==> config.mk <==
export PLATFORM = sky130hd
export DESIGN_NAME = lsu_mem_master_flat
export DESIGN_NICKNAME = d
export VERILOG_FILES = /design/src/rtl/lsu_mem_master_if.sv /design/src/rtl/lsu_mem_master.sv /design/src/flat_wrapper.sv
export SDC_FILE = /design/constraint.sdc
export NUM_CORES = 1
export LEC_CHECK = 0
export ABC_AREA = 1
export BUFFER_PORTS_ARGS = -buffer_cell sky130_fd_sc_hd__buf_2
export CAP_MARGIN = 20
export CORE_MARGIN = 5
export CORE_UTILIZATION = 29
export CTS_CLUSTER_SIZE = 24
export DETAILED_ROUTE_END_ITERATION = 8
export GPL_TIMING_DRIVEN = 0
export PLACE_DENSITY_LB_ADDON = 0.1
export SLEW_MARGIN = 20
export SYNTH_ARGS = -nofsm -noshare
export SYNTH_HDL_FRONTEND = slang
export SYNTH_SLANG_ARGS = --single-unit
export TNS_END_PERCENT = 50
==> constraint.sdc <==
create_clock -name i_clk -period 4.15 [get_ports i_clk]
set_input_delay 0.2075 -clock i_clk [delete_from_list [all_inputs] [get_ports i_clk]]
set_output_delay 0.2075 -clock i_clk [all_outputs]
set_load 0.005 [all_outputs]
==> src/rtl/lsu_mem_master_if.sv <==
// rtl/lsu_mem_master_if.sv - request, memory and response signals of the load/store master
interface lsu_mem_master_if #(
  parameter int AW = 32,
  parameter int DW = 32
);
  logic          i_req_valid;
  logic          o_req_ready;
  logic          i_req_we;
  logic [2:0]    i_req_funct3;
  logic [AW-1:0] i_req_addr;
  logic [DW-1:0] i_req_wdata;

  logic [AW-1:0] o_mem_addr;
  logic [2:0]    o_mem_width;
  logic          o_mem_we;
  logic [DW-1:0] o_mem_data;
  logic [DW-1:0] i_mem_data;
  logic          i_mem_valid;

  logic          o_resp_valid;
  logic          i_resp_ready;
  logic [DW-1:0] o_resp_rdata;
  logic          o_resp_err;

  modport master (
    input  i_req_valid, i_req_we, i_req_funct3, i_req_addr, i_req_wdata,
    input  i_mem_data, i_mem_valid, i_resp_ready,
    output o_req_ready, o_mem_addr, o_mem_width, o_mem_we, o_mem_data,
    output o_resp_valid, o_resp_rdata, o_resp_err
  );

  modport slave (
    output i_req_valid, i_req_we, i_req_funct3, i_req_addr, i_req_wdata,
    output i_mem_data, i_mem_valid, i_resp_ready,
    input  o_req_ready, o_mem_addr, o_mem_width, o_mem_we, o_mem_data,
    input  o_resp_valid, o_resp_rdata, o_resp_err
  );
endinterface

==> src/rtl/lsu_mem_master.sv <==
// rtl/lsu_mem_master.sv - single-outstanding load/store initiator towards data memory
// Optional misalignment check: define LSU_MISALIGN_CHECK_EN.
module lsu_mem_master #(
  parameter int AW       = 32,
  parameter int DW       = 32,
  parameter int LOAD_LAT = 1
) (
  input logic               i_clk,
  input logic               i_rst,
  lsu_mem_master_if.master  bus
);
  typedef enum logic [1:0] {IDLE, ISSUE, WAIT, RESP} state_t;

  state_t        state;
  logic [3:0]    lat_cnt;
  logic          req_ready_q;
  logic [AW-1:0] mem_addr_q;
  logic [2:0]    mem_width_q;
  logic          mem_we_q;
  logic [DW-1:0] mem_data_q;
  logic          resp_valid_q;
  logic [DW-1:0] resp_rdata_q;

  assign bus.o_req_ready  = req_ready_q;
  assign bus.o_mem_addr   = mem_addr_q;
  assign bus.o_mem_width  = mem_width_q;
  assign bus.o_mem_we     = mem_we_q;
  assign bus.o_mem_data   = mem_data_q;
  assign bus.o_resp_valid = resp_valid_q;
  assign bus.o_resp_rdata = resp_rdata_q;

`ifdef LSU_MISALIGN_CHECK_EN
  logic resp_err_q;
  logic req_misaligned;
  assign req_misaligned = (bus.i_req_funct3[0] & bus.i_req_addr[0]) |
                          (bus.i_req_funct3[1] & (bus.i_req_addr[1:0] != 2'b00));
  assign bus.o_resp_err = resp_err_q;
`else
  assign bus.o_resp_err = 1'b0;
`endif

  // Async reset also drops mem_we at once, so an abandoned store never lands.
  always_ff @(posedge i_clk or posedge i_rst) begin
    if (i_rst) begin
      state        <= IDLE;
      lat_cnt      <= '0;
      req_ready_q  <= 1'b1;
      mem_addr_q   <= '0;
      mem_width_q  <= '0;
      mem_we_q     <= 1'b0;
      mem_data_q   <= '0;
      resp_valid_q <= 1'b0;
      resp_rdata_q <= '0;
`ifdef LSU_MISALIGN_CHECK_EN
      resp_err_q   <= 1'b0;
`endif
    end else begin
      case (state)
        IDLE: begin
          if (bus.i_req_valid && req_ready_q) begin
            req_ready_q <= 1'b0;
            mem_addr_q  <= bus.i_req_addr;
            mem_width_q <= bus.i_req_funct3;
            mem_data_q  <= bus.i_req_wdata;
`ifdef LSU_MISALIGN_CHECK_EN
            if (req_misaligned) begin
              state        <= RESP;
              resp_valid_q <= 1'b1;
              resp_rdata_q <= '0;
              resp_err_q   <= 1'b1;
            end else begin
              state    <= ISSUE;
              mem_we_q <= bus.i_req_we;
            end
`else
            state    <= ISSUE;
            mem_we_q <= bus.i_req_we;
`endif
          end
        end
        ISSUE: begin
          mem_we_q <= 1'b0;
          if (mem_we_q) begin
            state        <= RESP;
            resp_valid_q <= 1'b1;
            resp_rdata_q <= '0;
          end else begin
            // With LOAD_LAT = 1 the counter starts at 0 and WAIT captures at once.
            lat_cnt <= 4'(LOAD_LAT - 1);
            state   <= WAIT;
          end
        end
        WAIT: begin
          if (lat_cnt != 4'd0) begin
            lat_cnt <= lat_cnt - 4'd1;
          end else if (bus.i_mem_valid) begin
            resp_rdata_q <= bus.i_mem_data;
            resp_valid_q <= 1'b1;
            state        <= RESP;
          end
        end
        RESP: begin
          if (bus.i_resp_ready) begin
            resp_valid_q <= 1'b0;
            req_ready_q  <= 1'b1;
            state        <= IDLE;
`ifdef LSU_MISALIGN_CHECK_EN
            resp_err_q   <= 1'b0;
`endif
          end
        end
        default: state <= IDLE;
      endcase
    end
  end
endmodule

==> src/flat_wrapper.sv <==
// flat-port wrapper written by rule: the top's interface ports become plain ports
module lsu_mem_master_flat 
#(
  parameter int AW       = 32,
  parameter int DW       = 32,
  parameter int LOAD_LAT = 1
)
  (i_clk, i_rst, bus_i_req_valid, bus_i_req_we, bus_i_req_funct3, bus_i_req_addr, bus_i_req_wdata, bus_i_mem_data, bus_i_mem_valid, bus_i_resp_ready, bus_o_req_ready, bus_o_mem_addr, bus_o_mem_width, bus_o_mem_we, bus_o_mem_data, bus_o_resp_valid, bus_o_resp_rdata, bus_o_resp_err);
  lsu_mem_master_if #(.AW(AW), .DW(DW)) bus_i ();
  input logic i_clk;
  input logic i_rst;
  input wire logic [$bits(bus_i.i_req_valid)-1:0] bus_i_req_valid;
  input wire logic [$bits(bus_i.i_req_we)-1:0] bus_i_req_we;
  input wire logic [$bits(bus_i.i_req_funct3)-1:0] bus_i_req_funct3;
  input wire logic [$bits(bus_i.i_req_addr)-1:0] bus_i_req_addr;
  input wire logic [$bits(bus_i.i_req_wdata)-1:0] bus_i_req_wdata;
  input wire logic [$bits(bus_i.i_mem_data)-1:0] bus_i_mem_data;
  input wire logic [$bits(bus_i.i_mem_valid)-1:0] bus_i_mem_valid;
  input wire logic [$bits(bus_i.i_resp_ready)-1:0] bus_i_resp_ready;
  output wire logic [$bits(bus_i.o_req_ready)-1:0] bus_o_req_ready;
  output wire logic [$bits(bus_i.o_mem_addr)-1:0] bus_o_mem_addr;
  output wire logic [$bits(bus_i.o_mem_width)-1:0] bus_o_mem_width;
  output wire logic [$bits(bus_i.o_mem_we)-1:0] bus_o_mem_we;
  output wire logic [$bits(bus_i.o_mem_data)-1:0] bus_o_mem_data;
  output wire logic [$bits(bus_i.o_resp_valid)-1:0] bus_o_resp_valid;
  output wire logic [$bits(bus_i.o_resp_rdata)-1:0] bus_o_resp_rdata;
  output wire logic [$bits(bus_i.o_resp_err)-1:0] bus_o_resp_err;
  assign bus_i.i_req_valid = bus_i_req_valid;
  assign bus_i.i_req_we = bus_i_req_we;
  assign bus_i.i_req_funct3 = bus_i_req_funct3;
  assign bus_i.i_req_addr = bus_i_req_addr;
  assign bus_i.i_req_wdata = bus_i_req_wdata;
  assign bus_i.i_mem_data = bus_i_mem_data;
  assign bus_i.i_mem_valid = bus_i_mem_valid;
  assign bus_i.i_resp_ready = bus_i_resp_ready;
  assign bus_o_req_ready = bus_i.o_req_ready;
  assign bus_o_mem_addr = bus_i.o_mem_addr;
  assign bus_o_mem_width = bus_i.o_mem_width;
  assign bus_o_mem_we = bus_i.o_mem_we;
  assign bus_o_mem_data = bus_i.o_mem_data;
  assign bus_o_resp_valid = bus_i.o_resp_valid;
  assign bus_o_resp_rdata = bus_i.o_resp_rdata;
  assign bus_o_resp_err = bus_i.o_resp_err;
  lsu_mem_master #(.AW(AW), .DW(DW), .LOAD_LAT(LOAD_LAT)) u_core (.i_clk(i_clk), .i_rst(i_rst), .bus(bus_i));
endmodule
# After elaboration in Yosys (flattened, before gate mapping)
# Cells that the tools add are included.
dict set report totals {
  n_memories 0
  romBits 0
  reg_bits 108
  output_inout_bits 103
  inputBits 105
  elab_cells 57
  ramBits 0
  latch_bits 0
}
dict set report classes {
  shift 0
  mux 23
  n_mul 0
  eq_ne 10
  n_div 0
  bitwise_logic 0
  addsub 1
  reduce_logical 14
  order_cmp 0
}
# op count
set ops {}
lappend ops {{2-to-1 mux 32 bit} 3}
lappend ops {{case mux 32 bit (2 select lines)} 1}
lappend ops {{2-to-1 mux 1 bit} 8}
lappend ops {{2-to-1 mux 2 bit} 4}
lappend ops {{2-to-1 mux 4 bit} 2}
lappend ops {{inequality test 2 bit (second input constant)} 4}
lappend ops {{case mux 2 bit (4 select lines)} 1}
lappend ops {{case mux 4 bit (2 select lines)} 1}
lappend ops {{AND reduction 4 bit} 2}
lappend ops {{inequality test 2 x 1 -> 1 bit (second input constant)} 3}
lappend ops {{AND reduction 3 bit} 2}
lappend ops {{nonzero test 2 bit} 3}
lappend ops {{AND reduction 5 bit} 1}
lappend ops {{== test 2 bit (second input constant)} 2}
lappend ops {{case mux 1 bit (2 select lines)} 2}
lappend ops {{AND reduction 2 bit} 2}
lappend ops {{nonzero test 4 bit} 1}
lappend ops {{subtractor 4 x 1 -> 4 bit (second input constant)} 1}
lappend ops {{case mux 1 bit (3 select lines)} 1}
lappend ops {{nonzero test 3 bit} 1}
lappend ops {{== test 2 x 1 -> 1 bit (second input constant)} 1}
lappend ops {{zero test 2 bit} 1}
lappend ops {{logical AND 1 bit} 1}

# Logic depth before layout (Yosys ltp)
dict set report logic_depth {
  ltp_word 3
  ltp_mapped 9
  depth_no_buf 8
}

# Least setup slack after synthesis
# OpenSTA, ideal clock, no wires.
dict set report synth_timing {
  path_kind {register -> register}
  from {register u_core.state[0]}
  to {register u_core.resp_rdata_q[10], in the netlist u_core.bus.o_resp_rdata[10]}
  required_ns 4.033
  t_arrival_ns 1.335
  slack_ns 2.698
  path_stages_with_launch 10
  path_buffers 1
  period_less_slack_ns 1.452
  setup_ns 0.117
  path_cell_list {dfrtp_1 -> inv_1 -> ha_1 -> nand2_1 -> nand2_1 -> nor2_4 -> nand2_4 -> buf_6 -> nand2_1 -> nand2_1}
}
dict set report synth_via {
  elab_chain_cells 3
  elab_cells_between_ends 8
  classes_between {5 x eq/ne; 1 x mux; 2 x reduce/logical}
}
# item line_no
set synth_lines {}
lappend synth_lines {{start, declared} lsu_mem_master.sv:14} ;# state_t state;
lappend synth_lines {{start signal, assigned} lsu_mem_master.sv:45} ;# state <= IDLE;
lappend synth_lines {{start signal, assigned} lsu_mem_master.sv:76} ;# state <= ISSUE;
lappend synth_lines {{start signal, assigned} lsu_mem_master.sv:84} ;# state <= RESP;
lappend synth_lines {{== test 2 bit / == test 2 x 1 -> 1 bit (equally long branches)} lsu_mem_master.sv:58} ;# case (state)
lappend synth_lines {{inequality test 2 bit (no source line) (tied with other cells)} --}
lappend synth_lines {{AND reduction 4 bit (no source line)} --}
lappend synth_lines {{end signal, assigned} lsu_mem_master.sv:97} ;# resp_rdata_q <= bus.i_mem_data;
lappend synth_lines {{end, declared} lsu_mem_master.sv:22} ;# logic [DW-1:0] resp_rdata_q;
# Several ways; a longest one is shown, not always the timed one.
# A chain may end at the register's enable or synchronous reset.

# Worst setup path in the final report
dict set report layout_timing {
  from {register u_core.state[0]}
  to {register u_core.mem_addr_q[13], in the netlist u_core.bus.o_mem_addr[13]}
}
dict set report layout_via {
  elab_chain_cells 2
}
# item line_no
set layout_lines {}
lappend layout_lines {{zero test 2 bit} lsu_mem_master.sv:58}
lappend layout_lines {{AND reduction 2 bit (no source line)} --}
lappend layout_lines {{end signal, assigned} lsu_mem_master.sv:62} ;# mem_addr_q <= bus.i_req_addr;
lappend layout_lines {{end, declared} lsu_mem_master.sv:17} ;# logic [AW-1:0] mem_addr_q;
# No other way between the ends.

==> parameters.txt <==
Parameter                              Value

Synthesis
  Post-Synth Adder-Cell Area    between 2 and 2.5%
  Proportion of synthesized flip-flops having asynchronous set or reset    100.0%
  Dominant combinational cell family by area after synthesis    simple AND/OR/NAND/NOR gates
  Xor and xnor fraction of the mapped netlist area    less than 1%
  Synth Net Count    around 620
  Most common cell in the synthesized netlist    sky130_fd_sc_hd__nand2_1
  Fraction of the mapped netlist area in compound gates    approximately 1.3%
  Flip-flop and latch count after synthesis    108
  Dominant register cell in the synthesized netlist    sky130_fd_sc_hd__dfrtp_1
  Share of synthesized cell area in and, or, nand and nor gates    a little under a third
  Yosys top cell area share    between 50% and 60%
  Synth top cells by count    sky130_fd_sc_hd__nand2_1 (290), sky130_fd_sc_hd__dfrtp_1 (107), sky130_fd_sc_hd__nand3b_1 (32)
  Sequential-to-total area share from yosys stat    59.78%
  Dominant cell type by area after synthesis    sky130_fd_sc_hd__dfrtp_1
  Synthesized instance count    510
  Number of warnings reported in the yosys synthesis log    0
  Multiplexer area fraction after synthesis    0%
  Average cell area after synthesis    8.869 µm²
  Post-synth EDFFs    0
  Post-synthesis cell area    ~0.0045 mm²
  Yosys cell types    25
  Area contributors post-synth    sky130_fd_sc_hd__dfrtp_1 (59%), sky130_fd_sc_hd__nand2_1 (24%), sky130_fd_sc_hd__nand3b_1 (5.3%)

Power
  Total power per unit cell area    approximately 310 mW/mm²
  Reported leakage power    about 3.8 nW
  Worst voltage drop across the vdd grid    176.3 µV

Clock tree
  TritonCTS clock tree    done
  Number of sinks handled by clock tree synthesis    about 110
  Post-CTS setup buffers    0
  Total number of H-tree levels    3
  Hold buffer count at cts    1
  CTS buffer count    9
  Clock edge transition at the registers on the reported setup and hold paths    approximately 0.070 ns
  Clock Tree Buf Depth    2
  Root cell of the clock tree    sky130_fd_sc_hd__clkbuf_16
  Post-cts resize count    0
  Clock latency of the later-clocked register in the worst-skew pair    around 0.35 ns

Critical path
  Slowest Stage Delay on Critical Path    roughly 0.42 ns
  Worst Reg-to-Reg Cells    8
  Worst Setup End Kind    flip-flop
  Data required time at the worst endpoint    4.44 ns
  Startpoint types    flip-flop
  Family with the most delay on the worst path    buffers and inverters
  Reg2reg start    u_core.state[0]$_DFFE_PP0P_
  WP data arrival    between 2 and 2.5 ns
  Critical register-to-register path endpoint    u_core.bus.o_mem_addr[13]$_DFFE_PP0P_
  Worst R2R Setup Slack    between 2 and 2.5 ns
  Setup Crit Path Kind    flip-flop to flip-flop
  Critical path's slowest cell    sky130_fd_sc_hd__dfrtp_1
  Highest fanout seen on the critical path    10
  Buffers plus inverters on the worst setup path    4
  Crit-path cells    inv_1 -> ha_1 -> nand3_2 -> inv_2 -> buf_4 -> buf_4 -> nand2_1 -> nand2_1

Global route
  First-pass GRT wire length    between 20 and 25 mm
  Antenna violations before repair    3
  Overall Global Routing Usage    ~14%
  Maximum number of pins on one net before global-route repair    56
  GR Overflow Total    0
  Via count of the first global-routing pass    about 4,200

Floorplanning
  Core ar.    ~0.015 mm²
  Count of boundary I/O pins    208
  Effective utilization at floorplan    about 30%
  Site Rows    45
  Width of the chip    about 130 µm
  Die ar.    between 0.015 and 0.02 mm²
  Vertical die dimension    about 130 µm

Placed design
  RePlAce Congestion    roughly 0.76
  Placed Cells incl. Taps    928
  Number of buffers inserted by port buffering    slightly above 200
  Final HPWL from detailed placement    between 9 and 10 mm

Status
  Outcome    finished, final reports clean

Timing
  Unrepaired setup endpoints after global routing    false
  Slew HR    66.08%
  Number of slew-limit violations in the final report    0
  Worst-Margin Slew    just over 0.5 ns
  Final Hold Violating Endpoints    0
  Worst clock skew on the final layout    approximately 0.0083 ns
  Number of endpoints failing setup at the final stage    0
  Final worst path period need    around 1.8 ns
  Max frequency    around 0.57 GHz
  Fin crit share    a little over two fifths

Final layout
  Nets    around 840
  Area growth, synth to finish    35.33%
  Area used by multi-input combinational logic    around 0.0016 mm²
  Post-route insts no fill    944
  Area of all sequential standard cells    0.002704 mm²
  Layout cell share with drive strength beyond 1    33.74%
  Fillcell total    between 1,500 and 2,000
  Share of the core filled with cells in the final layout    40.11%

Route
  Number of iterations in the first detailed-routing pass    4
  DRC marker count from the first detailed-route iteration    between 150 and 200
  DR DRC count    0
  Vias per std cell    4.238
  Antenna Violating Nets Remaining    0
  Overall routed net length    roughly 13 mm
  Vias after detailed routing    4,001
  WL/cell    about 13 µm

Hold path
  Min-Delay Path Class    input port to flip-flop
  Count of cells along the worst hold path    3
  Beginning of the worst hold path    bus_i_req_wdata[25]
  Hold EP    u_core.bus.o_mem_data[25]$_DFFE_PP0P_

Run
  Max-capacitance violation count    0
==> layout make-up <==
class,instances,share of cell area (%)
repair buffers,208,17.46
flip-flops and latches,108,44.17
inverters,16,1.063
clock inverters,4,0.4702
plain buffers,24,2.392
clock buffers,10,3.741
multi-input cells,362,26.35
well taps,211,4.313
diodes,1,0.04088
==> cell families after synthesis <==
group / count (synthesis)
compound gates: 11
fa+ha+maj: 8
simple gates: 341
buf+inv: 40
flops: 108
xor+xnor: 1
other cells: 1
==> cell usage in the layout, fill, tap and decap left out, types with 3 or more instances in the layout <==
cell | netlist | routed
sky130_fd_sc_hd__ha_1 | 8 | 8
sky130_fd_sc_hd__dfrtp_1 | 107 | 107
sky130_fd_sc_hd__o21ai_0 | 4 | 4
sky130_fd_sc_hd__clkbuf_16 | 0 | 9
sky130_fd_sc_hd__nor2_1 | 6 | 6
sky130_fd_sc_hd__nand3b_1 | 32 | 32
sky130_fd_sc_hd__buf_6 | 3 | 3
sky130_fd_sc_hd__nand3_1 | 7 | 7
sky130_fd_sc_hd__buf_4 | 6 | 6
sky130_fd_sc_hd__a21oi_1 | 4 | 4
sky130_fd_sc_hd__buf_2 | 9 | 215
sky130_fd_sc_hd__nand2_1 | 290 | 290
sky130_fd_sc_hd__clkbuf_1 | 6 | 7
sky130_fd_sc_hd__inv_1 | 14 | 13
==> worst max path at each step <==
stage	to	start	cells after the start	slack, ns
final	u_core.bus.o_mem_addr[13]$_DFFE_PP0P_	u_core.state[0]$_DFFE_PP0P_	8	2.39
after global routing	u_core.bus.o_mem_addr[9]$_DFFE_PP0P_	u_core.state[0]$_DFFE_PP0P_	8	2.17
after CTS	u_core.bus.o_mem_addr[13]$_DFFE_PP0P_	u_core.state[0]$_DFFE_PP0P_	8	2.30
after detailed placement	u_core.bus.o_mem_addr[18]$_DFFE_PP0P_	u_core.state[0]$_DFFE_PP0P_	8	2.32
after global placement	u_core.bus.o_mem_addr[18]$_DFFE_PP0P_	i_rst	2	-0.39
after floorplan	u_core.bus.o_mem_addr[0]$_DFFE_PP0P_	i_rst	1	1.10
==> routing by layer <==
layer | track usage (%) | wire [µm]
met1 | 17.41 | 5368
met3 | 6.297 | 1467
met2 | 22.54 | 5636
met4 | 5.600 | 230
met5 | 0 | 14
==> power breakdown <==
part | leakage, nW | switching (mW) | internal, mW
sequential | 1.51 | 0 | 1.05
clock | 0.120 | 0.377 | 0.401
combinational | 2.16 | 0.0368 | 0.0381
total | 3.79 | 0.414 | 1.49
==> metrics by stage <==
step | power (mW) | area [µm²] | setup TNS [ns] | hold slack [ns] | setup WS (ns)
floorplan | 1.089 | 4523 | 0 | 0.3171 | 1.099
global placement | 1.144 | 5818 | -40.74 | 0.4015 | -0.3887
detailed placement | 1.149 | 5851 | 0 | 0.3018 | 2.322
CTS | 1.945 | 6118 | 0 | 0.03021 | 2.303
global route | 1.997 | 6121 | 0 | 0.03498 | 2.168
finish | 1.904 | 6121 | 0 | 0.04763 | 2.385
==> flip-flops by register name, indices dropped and copies added (netlist names) <==
name and cells:
u_core.lat_cnt 4, u_core.bus.o_req_ready 1, u_core.bus.o_mem_we 1, u_core.state 2, u_core.bus.o_resp_valid 1, u_core.bus.o_mem_width 3, u_core.bus.o_mem_addr 32, u_core.bus.o_mem_data 32
u_core.bus.o_resp_rdata 32
==> worst min-delay path, stage by stage <==
cell,delay [ns]
sky130_fd_sc_hd__buf_2,0.07
sky130_fd_sc_hd__nand2_1,0.04
sky130_fd_sc_hd__nand2_1,0.04
Power figures use the tool's default switching activity.
